==> src/rtl/four_bit_cnt_ctrl_if.sv <==
// Control/status bundle for the four-bit step counter: requests and
// configuration flow master->slave, count and pulses flow slave->master.
interface four_bit_cnt_ctrl_if;
  logic       start;
  logic       stop;
  logic       pause;
  logic       auto_reload;
  logic       up_down;
  logic [3:0] load_val;
  logic [3:0] term_val;
  logic [3:0] q;
  logic       busy;
  logic       done;
  logic       wrap;
  logic [1:0] dbg_state;

  modport master (
    output start, stop, pause, auto_reload, up_down, load_val, term_val,
    input  q, busy, done, wrap, dbg_state
  );

  modport slave (
    input  start, stop, pause, auto_reload, up_down, load_val, term_val,
    output q, busy, done, wrap, dbg_state
  );
endinterface

==> src/rtl/four_bit_cnt_ctrl.sv <==
// Four-bit up/down counter stepping once every DIV clocks, with start/stop/pause
// control, one-shot or auto-reload at a terminal value, and done/wrap pulses.
module four_bit_cnt_ctrl #(
  parameter int DIV = 1
) (
  input  logic               clk,
  input  logic               reset,
  four_bit_cnt_ctrl_if.slave bus
);

  typedef enum logic [1:0] {
    IDLE = 2'd0,
    RUN  = 2'd1,
    HOLD = 2'd2
  } state_e;

  localparam logic [3:0] DIV_M1 = 4'(DIV - 1);

  state_e     state_q, state_d;
  logic [3:0] q_q, q_d;
  logic [3:0] presc_q, presc_d;
  logic       busy_q, busy_d;
  logic       done_q, done_d;
  logic       wrap_q, wrap_d;

  logic       start_go;
  logic       start_hit;
  logic       tick;
  logic       at_term;
  logic       arrive;
  logic [3:0] step_val;

  // stop outranks everything, so it masks both start and tick here
  assign start_go  = (state_q == IDLE) && bus.start && !bus.stop;
  assign start_hit = start_go && (bus.load_val == bus.term_val);
  assign tick      = (state_q == RUN) && !bus.stop && !bus.pause && (presc_q == DIV_M1);
  assign at_term   = (q_q == bus.term_val);
  assign step_val  = bus.up_down ? (q_q + 4'd1) : (q_q - 4'd1);
  assign arrive    = tick && !at_term && (step_val == bus.term_val);

  always_ff @(posedge clk or negedge reset) begin
    if (!reset) begin
      state_q <= IDLE;
    end else begin
      state_q <= state_d;
    end
  end

  always_comb begin
    state_d = state_q;
    if (bus.stop) begin
      state_d = IDLE;
    end else begin
      case (state_q)
        IDLE: if (start_go) state_d = (start_hit && !bus.auto_reload) ? IDLE : RUN;
        RUN: begin
          if (bus.pause)                       state_d = HOLD;
          else if (arrive && !bus.auto_reload) state_d = IDLE;
        end
        HOLD:    if (!bus.pause) state_d = RUN;
        default: state_d = IDLE;
      endcase
    end
  end

  // Reaching term_val on a tick arms the reload; the following tick reloads quietly.
  always_comb begin
    q_d     = q_q;
    presc_d = presc_q;
    done_d  = 1'b0;
    wrap_d  = 1'b0;
    if (bus.stop) begin
      presc_d = 4'd0;
    end else if (start_go) begin
      q_d     = bus.load_val;
      presc_d = 4'd0;
      done_d  = start_hit;
    end else if ((state_q == RUN) && !bus.pause) begin
      if (tick) begin
        presc_d = 4'd0;
        if (at_term) begin
          q_d = bus.load_val;
        end else begin
          q_d    = step_val;
          done_d = arrive;
          wrap_d = bus.up_down ? (q_q == 4'd15) : (q_q == 4'd0);
        end
      end else begin
        presc_d = presc_q + 4'd1;
      end
    end
    busy_d = (state_d != IDLE);
  end

  always_ff @(posedge clk or negedge reset) begin
    if (!reset) begin
      q_q     <= 4'd0;
      presc_q <= 4'd0;
      busy_q  <= 1'b0;
      done_q  <= 1'b0;
      wrap_q  <= 1'b0;
    end else begin
      q_q     <= q_d;
      presc_q <= presc_d;
      busy_q  <= busy_d;
      done_q  <= done_d;
      wrap_q  <= wrap_d;
    end
  end

  assign bus.q         = q_q;
  assign bus.busy      = busy_q;
  assign bus.done      = done_q;
  assign bus.wrap      = wrap_q;
  assign bus.dbg_state = state_q;

endmodule

==> src/flat_wrapper.sv <==
// flat-port wrapper written by rule: the top's interface ports become plain ports
module four_bit_cnt_ctrl_flat 
#(
  parameter int DIV = 1
)
  (clk, reset, bus_start, bus_stop, bus_pause, bus_auto_reload, bus_up_down, bus_load_val, bus_term_val, bus_q, bus_busy, bus_done, bus_wrap, bus_dbg_state);
  four_bit_cnt_ctrl_if bus_i ();
  input  logic clk;
  input  logic reset;
  input wire logic [$bits(bus_i.start)-1:0] bus_start;
  input wire logic [$bits(bus_i.stop)-1:0] bus_stop;
  input wire logic [$bits(bus_i.pause)-1:0] bus_pause;
  input wire logic [$bits(bus_i.auto_reload)-1:0] bus_auto_reload;
  input wire logic [$bits(bus_i.up_down)-1:0] bus_up_down;
  input wire logic [$bits(bus_i.load_val)-1:0] bus_load_val;
  input wire logic [$bits(bus_i.term_val)-1:0] bus_term_val;
  output wire logic [$bits(bus_i.q)-1:0] bus_q;
  output wire logic [$bits(bus_i.busy)-1:0] bus_busy;
  output wire logic [$bits(bus_i.done)-1:0] bus_done;
  output wire logic [$bits(bus_i.wrap)-1:0] bus_wrap;
  output wire logic [$bits(bus_i.dbg_state)-1:0] bus_dbg_state;
  assign bus_i.start = bus_start;
  assign bus_i.stop = bus_stop;
  assign bus_i.pause = bus_pause;
  assign bus_i.auto_reload = bus_auto_reload;
  assign bus_i.up_down = bus_up_down;
  assign bus_i.load_val = bus_load_val;
  assign bus_i.term_val = bus_term_val;
  assign bus_q = bus_i.q;
  assign bus_busy = bus_i.busy;
  assign bus_done = bus_i.done;
  assign bus_wrap = bus_i.wrap;
  assign bus_dbg_state = bus_i.dbg_state;
  four_bit_cnt_ctrl #(.DIV(DIV)) u_core (.clk(clk), .reset(reset), .bus(bus_i));
endmodule
==> config.mk <==
export PLATFORM = sky130hd
export DESIGN_NAME = four_bit_cnt_ctrl_flat
export DESIGN_NICKNAME = d
export VERILOG_FILES = /design/src/rtl/four_bit_cnt_ctrl_if.sv /design/src/rtl/four_bit_cnt_ctrl.sv /design/src/flat_wrapper.sv
export SDC_FILE = /design/constraint.sdc
export NUM_CORES = 1
export LEC_CHECK = 0
export CAP_MARGIN = 10
export CORE_MARGIN = 8
export CORE_UTILIZATION = 61
export DETAILED_ROUTE_END_ITERATION = 7
export DONT_BUFFER_PORTS = 1
export PLACE_DENSITY = 0.87
export SYNTH_ARGS = -nofsm -noshare
export SYNTH_HDL_FRONTEND = slang
export SYNTH_SLANG_ARGS = --single-unit
==> constraint.sdc <==
create_clock -name clk -period 3.2 [get_ports clk]
set_clock_uncertainty 0.1 [all_clocks]
set_input_delay 0.64 -clock clk [delete_from_list [all_inputs] [get_ports clk]]
set_output_delay 0.64 -clock clk [all_outputs]
set_load 0.01 [all_outputs]
Yosys cells after proc, flatten, opt, wreduce, memory -nomap -nowiden. Cells that the tools add are included.

Output and inout bits: 9. Register bits after elaboration: 13. Logic and storage cells: 66.

Muxes and demuxes: 27. Bitwise gates (word level): 1. Reductions and logical operators: 23. Add/subtract/negate cells: 3. Equality and inequality tests: 6.

Operator list (number): $mux 4 (9); $eq 4x4->1 (3); $mux 1 (12); $logic_and 1x1->1 (11); $mux 2 (5); $add 4x1->4 const B (2); $logic_not 4->1 (2); $pmux 2 s3 (1); $reduce_bool 2->1 (3); $eq 4x4->1 const B (1); $logic_not 1->1 (4); $sub 4x1->4 const B (1); $reduce_and 3->1 (1); $reduce_bool 3->1 (1); $eq 2x1->1 const B (1); $eq 2x2->1 const B (1); $logic_not 2->1 (1); $not 1->1 (1).

Longest topological paths before layout.
Word-level depth: 12. Mapped depth: 8. Gate-level depth less buffers: 7.

Worst setup path before layout. Ideal clock, no wire load.

Path kind: reg2reg. Start: register u_core.q_q[0] (netlist: u_core.bus.q[0]). End: register u_core.busy_q (netlist: u_core.bus.busy). Data arrival time: 2.064 ns. Required time: 2.963 ns. Setup slack: 0.899 ns. Stages on the path, launching flop included: 9. Setup time: 0.137 ns. Buffers on the path: 1. Cells stage by stage: dfrtp_1 clkbuf_2 inv_1 fa_1 xnor2_1 xor2_1 or4_1 o21ai_1 o311ai_1.

Word-level cells in the longest chain between the ends: 10.

Ends and longest elaborated chain: start, declared (RTL line four_bit_cnt_ctrl.sv:20) `logic [3:0] q_q, q_d;`; start signal, assigned (RTL line four_bit_cnt_ctrl.sv:103) `q_q <= q_d;`; $sub 4x1->4, or another cell as far along (RTL line four_bit_cnt_ctrl.sv:38) `assign step_val = bus.up_down ? (q_q + 4'd1) : (q_q - 4'd1);`; $mux 4 / $logic_not 1->1 (equally long branches) (RTL line four_bit_cnt_ctrl.sv:38, four_bit_cnt_ctrl.sv:39); $eq 4x4->1 / $logic_and 1x1->1 (equally long branches) (RTL line four_bit_cnt_ctrl.sv:39) `assign arrive = tick && !at_term && (step_val == bus.term_val);`; $logic_and 1x1->1 (*) (RTL line four_bit_cnt_ctrl.sv:39); $logic_and 1x1->1 (*) (RTL line four_bit_cnt_ctrl.sv:58) `else if (arrive && !bus.auto_reload) state_d = IDLE;`; $mux 2 (*) (RTL line four_bit_cnt_ctrl.sv:58); $mux 2 (*) (RTL line four_bit_cnt_ctrl.sv:57) `if (bus.pause) state_d = HOLD;`; $pmux 2 s3 (*) (RTL line four_bit_cnt_ctrl.sv:54) `case (state_q)`; $mux 2 (*) (RTL line four_bit_cnt_ctrl.sv:51) `if (bus.stop) begin`; $reduce_bool 2->1 (*) (RTL line four_bit_cnt_ctrl.sv:92) `busy_d = (state_d != IDLE);`; named net u_core.busy_d (RTL line four_bit_cnt_ctrl.sv:22) `logic busy_q, busy_d;`; end signal, assigned (RTL line four_bit_cnt_ctrl.sv:105) `busy_q <= busy_d;`; end, declared (RTL line four_bit_cnt_ctrl.sv:22).

The timed path passes the listed nets; every way through them passes the cells marked *. A chain may end at the register's enable or synchronous reset.

Final worst setup path. Same ends and word-level chain as after synthesis.

==> reports/summary.txt <==
FF/Latch Area: 325 um^2
Setup TNS: 0 ps
final period utilization: 75.1%
Place WS: 805 ps
maximum buffer depth of the clock tree: 2
Hold WC Path Type: in -> reg
R2R Setup Slk: 800 ps
Yosys Warn Count: 0
GP Congestion: 0.833
Worst Hold Path EP: u_core.bus.dbg_state[1]
mapped cell area: 957 um^2
Setup Viol. Count Final: 0
cell family with most CP delay: flip-flops
Mapped Cells: 100
Die W: 55.6 um
Layout area overhead: 3.66%
global route overflow: 0
Tot GR Track Use: 12.4%
Comb power frac: 42.2%
Req. time, crit path: 3250 ps
minimum clock period: 2400 ps
hold depth: 1
CP arrival: 2450 ps
Slowest-stage cell, CP: dfrtp_1
I/O pins: 24
syn nets: 120
vias after detailed routing: 715
CP Capture Type: flop
worst skew pair latency: 280 ps
post-synthesis register bit count: 13
antenna fix cells: 0
vias per cell: 6.06
status: finished clean
area leader, netlist: dfrtp_1
initial antenna violation count: 0
# port buffers: 0
Leak: 0.421 nW
Fmax: 416 MHz
layout cell share with drive strength beyond 1: 7.84%
worst rel slew slack: 56.5%
multi-input gate area in the final layout: 581 um^2
PwrDens: 607 nW/um^2
Pint: 0.358 mW
synth unique cells: 37
worst flop-to-flop path startpoint: u_core.bus.q[0]
pin count of the biggest net entering global routing: 14
Max VDD drop: 0.439 mV
unrepaired setup endpoints after global routing: no
Root Driver: clkbuf_4
Core Footprint: 1490 um^2
post-layout util: 66.6%
vias in the first global route: 677
power share of the clock group: 16.2%
ANT nets after route: 0
Die Ht: 55.6 um
clock buffer count from CTS: 3
Starting Density: 64.3%
critical path, cell by cell: inv_1 > fa_1 > xnor2_1 > xor2_1 > or4_1 > o21ai_1 > o311ai_1
post-CTS setup buffer count: 0
DRC Markers: 0
clk slew on worst S/H paths: 70 ps
DRT Pass-1 Iters: 4
DR WL/cell: 16.0 um
# fillers: 116
Post-layout nets: 123
sw frac: 40.5%
Slew Viols, Final: 0
Rows: 14
sequential fraction of the synthesis area: 34.0%
CP Launch Type: flop
Yosys top cell area share: 34.0%
PnR worst setup slack: 798 ps
DP Wirelength: 1560 um
final hold slack: 324 ps
WL final: 1890 um
CP max stage delay: 530 ps
RR Endpoint: u_core.bus.busy
Avg Cell Area, Syn: 9.57 um^2
Reg2Reg Depth: 7
critical path startpoint: u_core.bus.q[0]
Max Cap Violations: 0
most frequent cells in the layout: xnor2_1 (13), dfrtp_1 (13), inv_1 (8), nand2_1 (7)
initial drt markers: 17
CP Class: reg -> reg
Synth area leaders: dfrtp_1 (34%), xnor2_1 (12%), ha_1 (5.2%)
Bufs and invs on worst path: 1
CTS sink count: 13
CTS H-tree lvls: 1
TritonCTS clock tree: built
worst-path maximum fanout: 8
DIE AREA: 3090 um^2
Switching Power: 0.244 mW
Final Hold Violating Endpoints: 0
Reg power frac: 41.6%
Worst Max-Slew Pin Slew: 644 ps
first-pass GRT wire length: 3110 um
hold_sp: bus_stop
## cells by family (layout without fill, tap and decap cells)
group	Yosys count	after routing	share of synthesized area, %
XOR/XNOR	17	17	15.6
buffers and inverters	11	13	5.36
adder cells (fa/ha/maj)	5	5	7.32
multiplexers	2	2	2.09
flip-flops	13	13	34.0
AO/OA/AOI/OAI	21	21	16.1
AND/OR/NAND/NOR	31	31	19.6
## synth_stat cells (all sizes together)
master   count
dfrtp       13
xnor2       13
inv          8
nand2        8
a21oi        5
nor2         5
o21ai        5
ha           4
xor2         4
nand2b       3
nor4         3
a21o         2
buf          2
mux2i        2
nand4        2
nor4b        2
o22a         2
or4          2
a221o        1
a22o         1
a41oi        1
and2         1
and3         1
clkbuf       1
fa           1
nand3        1
nor3         1
nor3b        1
o2111ai      1
o311ai       1
o32ai        1
o41ai        1
or2b         1
## through the flow
stage | power, mW | cell area, um^2 | std cells
floorplan | 0.458 | 957 | 100
global placement | 0.493 | 956 | 113
detailed placement | 0.502 | 956 | 113
CTS | 0.604 | 992 | 118
global route | 0.648 | 992 | 118
finish | 0.602 | 992 | 118
## worst max path at each step
stage                                 end  slack [ps]  cells after the start
after global placement    u_core.bus.busy         840                      7
after floorplan           u_core.bus.busy         900                      8
after CTS                 u_core.bus.busy         790                      7
final                     u_core.bus.busy         800                      7
after detailed placement  u_core.bus.busy         800                      7
after global routing      u_core.bus.busy         600                      7
## layout make-up
type,instances,area share (%)
Clock buffer,4,2.65
Multi-Input combinational cell,76,58.5
Inverter,8,3.03
Timing Repair Buffer,1,1.01
Tap cell,16,2.02
Sequential cell,13,32.8
## worst reg2reg max path, delay by kind of cell (launching register included)
kind	cells	cell delay [ps]
AO/OA/AOI/OAI	2	290
XOR/XNOR	2	350
adder cells (fa/ha/maj)	1	440
buffers and inverters	1	110
flip-flops	1	530
AND/OR/NAND/NOR	1	470
## flip-flops by register name, indices dropped and copies added, names as in the netlist
register / count
u_core.bus.busy: 1
u_core.bus.dbg_state: 2
u_core.bus.done: 1
u_core.bus.q: 4
u_core.bus.wrap: 1
u_core.presc_q: 4
## what timing repair did
item / in CTS / in global routing
hold endpoints to repair: 13 / 0
hold buffers: 1 / 0
resized for setup: 0 / 0
## power by group through the flow
stage	logic, mW	clock network [mW]	registers (mW)
final	0.254	0.0975	0.250
after floorplan	0.224	0	0.234
after global placement	0.242	0	0.252
after global routing	0.282	0.109	0.257
after detailed placement	0.248	0	0.253
after CTS	0.254	0.100	0.250
## per-layer routing
| metal | global-route usage [%] | share of wire (%) | vias to the layer above |
|---|---|---|---|
| met5 | 0 | 0 | - |
| met4 | 4.93 | 1.3 | 0 |
| met3 | 9.13 | 11 | 4 |
| met2 | 18.6 | 47 | 21 |
| met1 | 12.8 | 41 | 327 |
| li1 | - | - | 363 |
No activity file was read; power rests on OpenSTA's default activity.
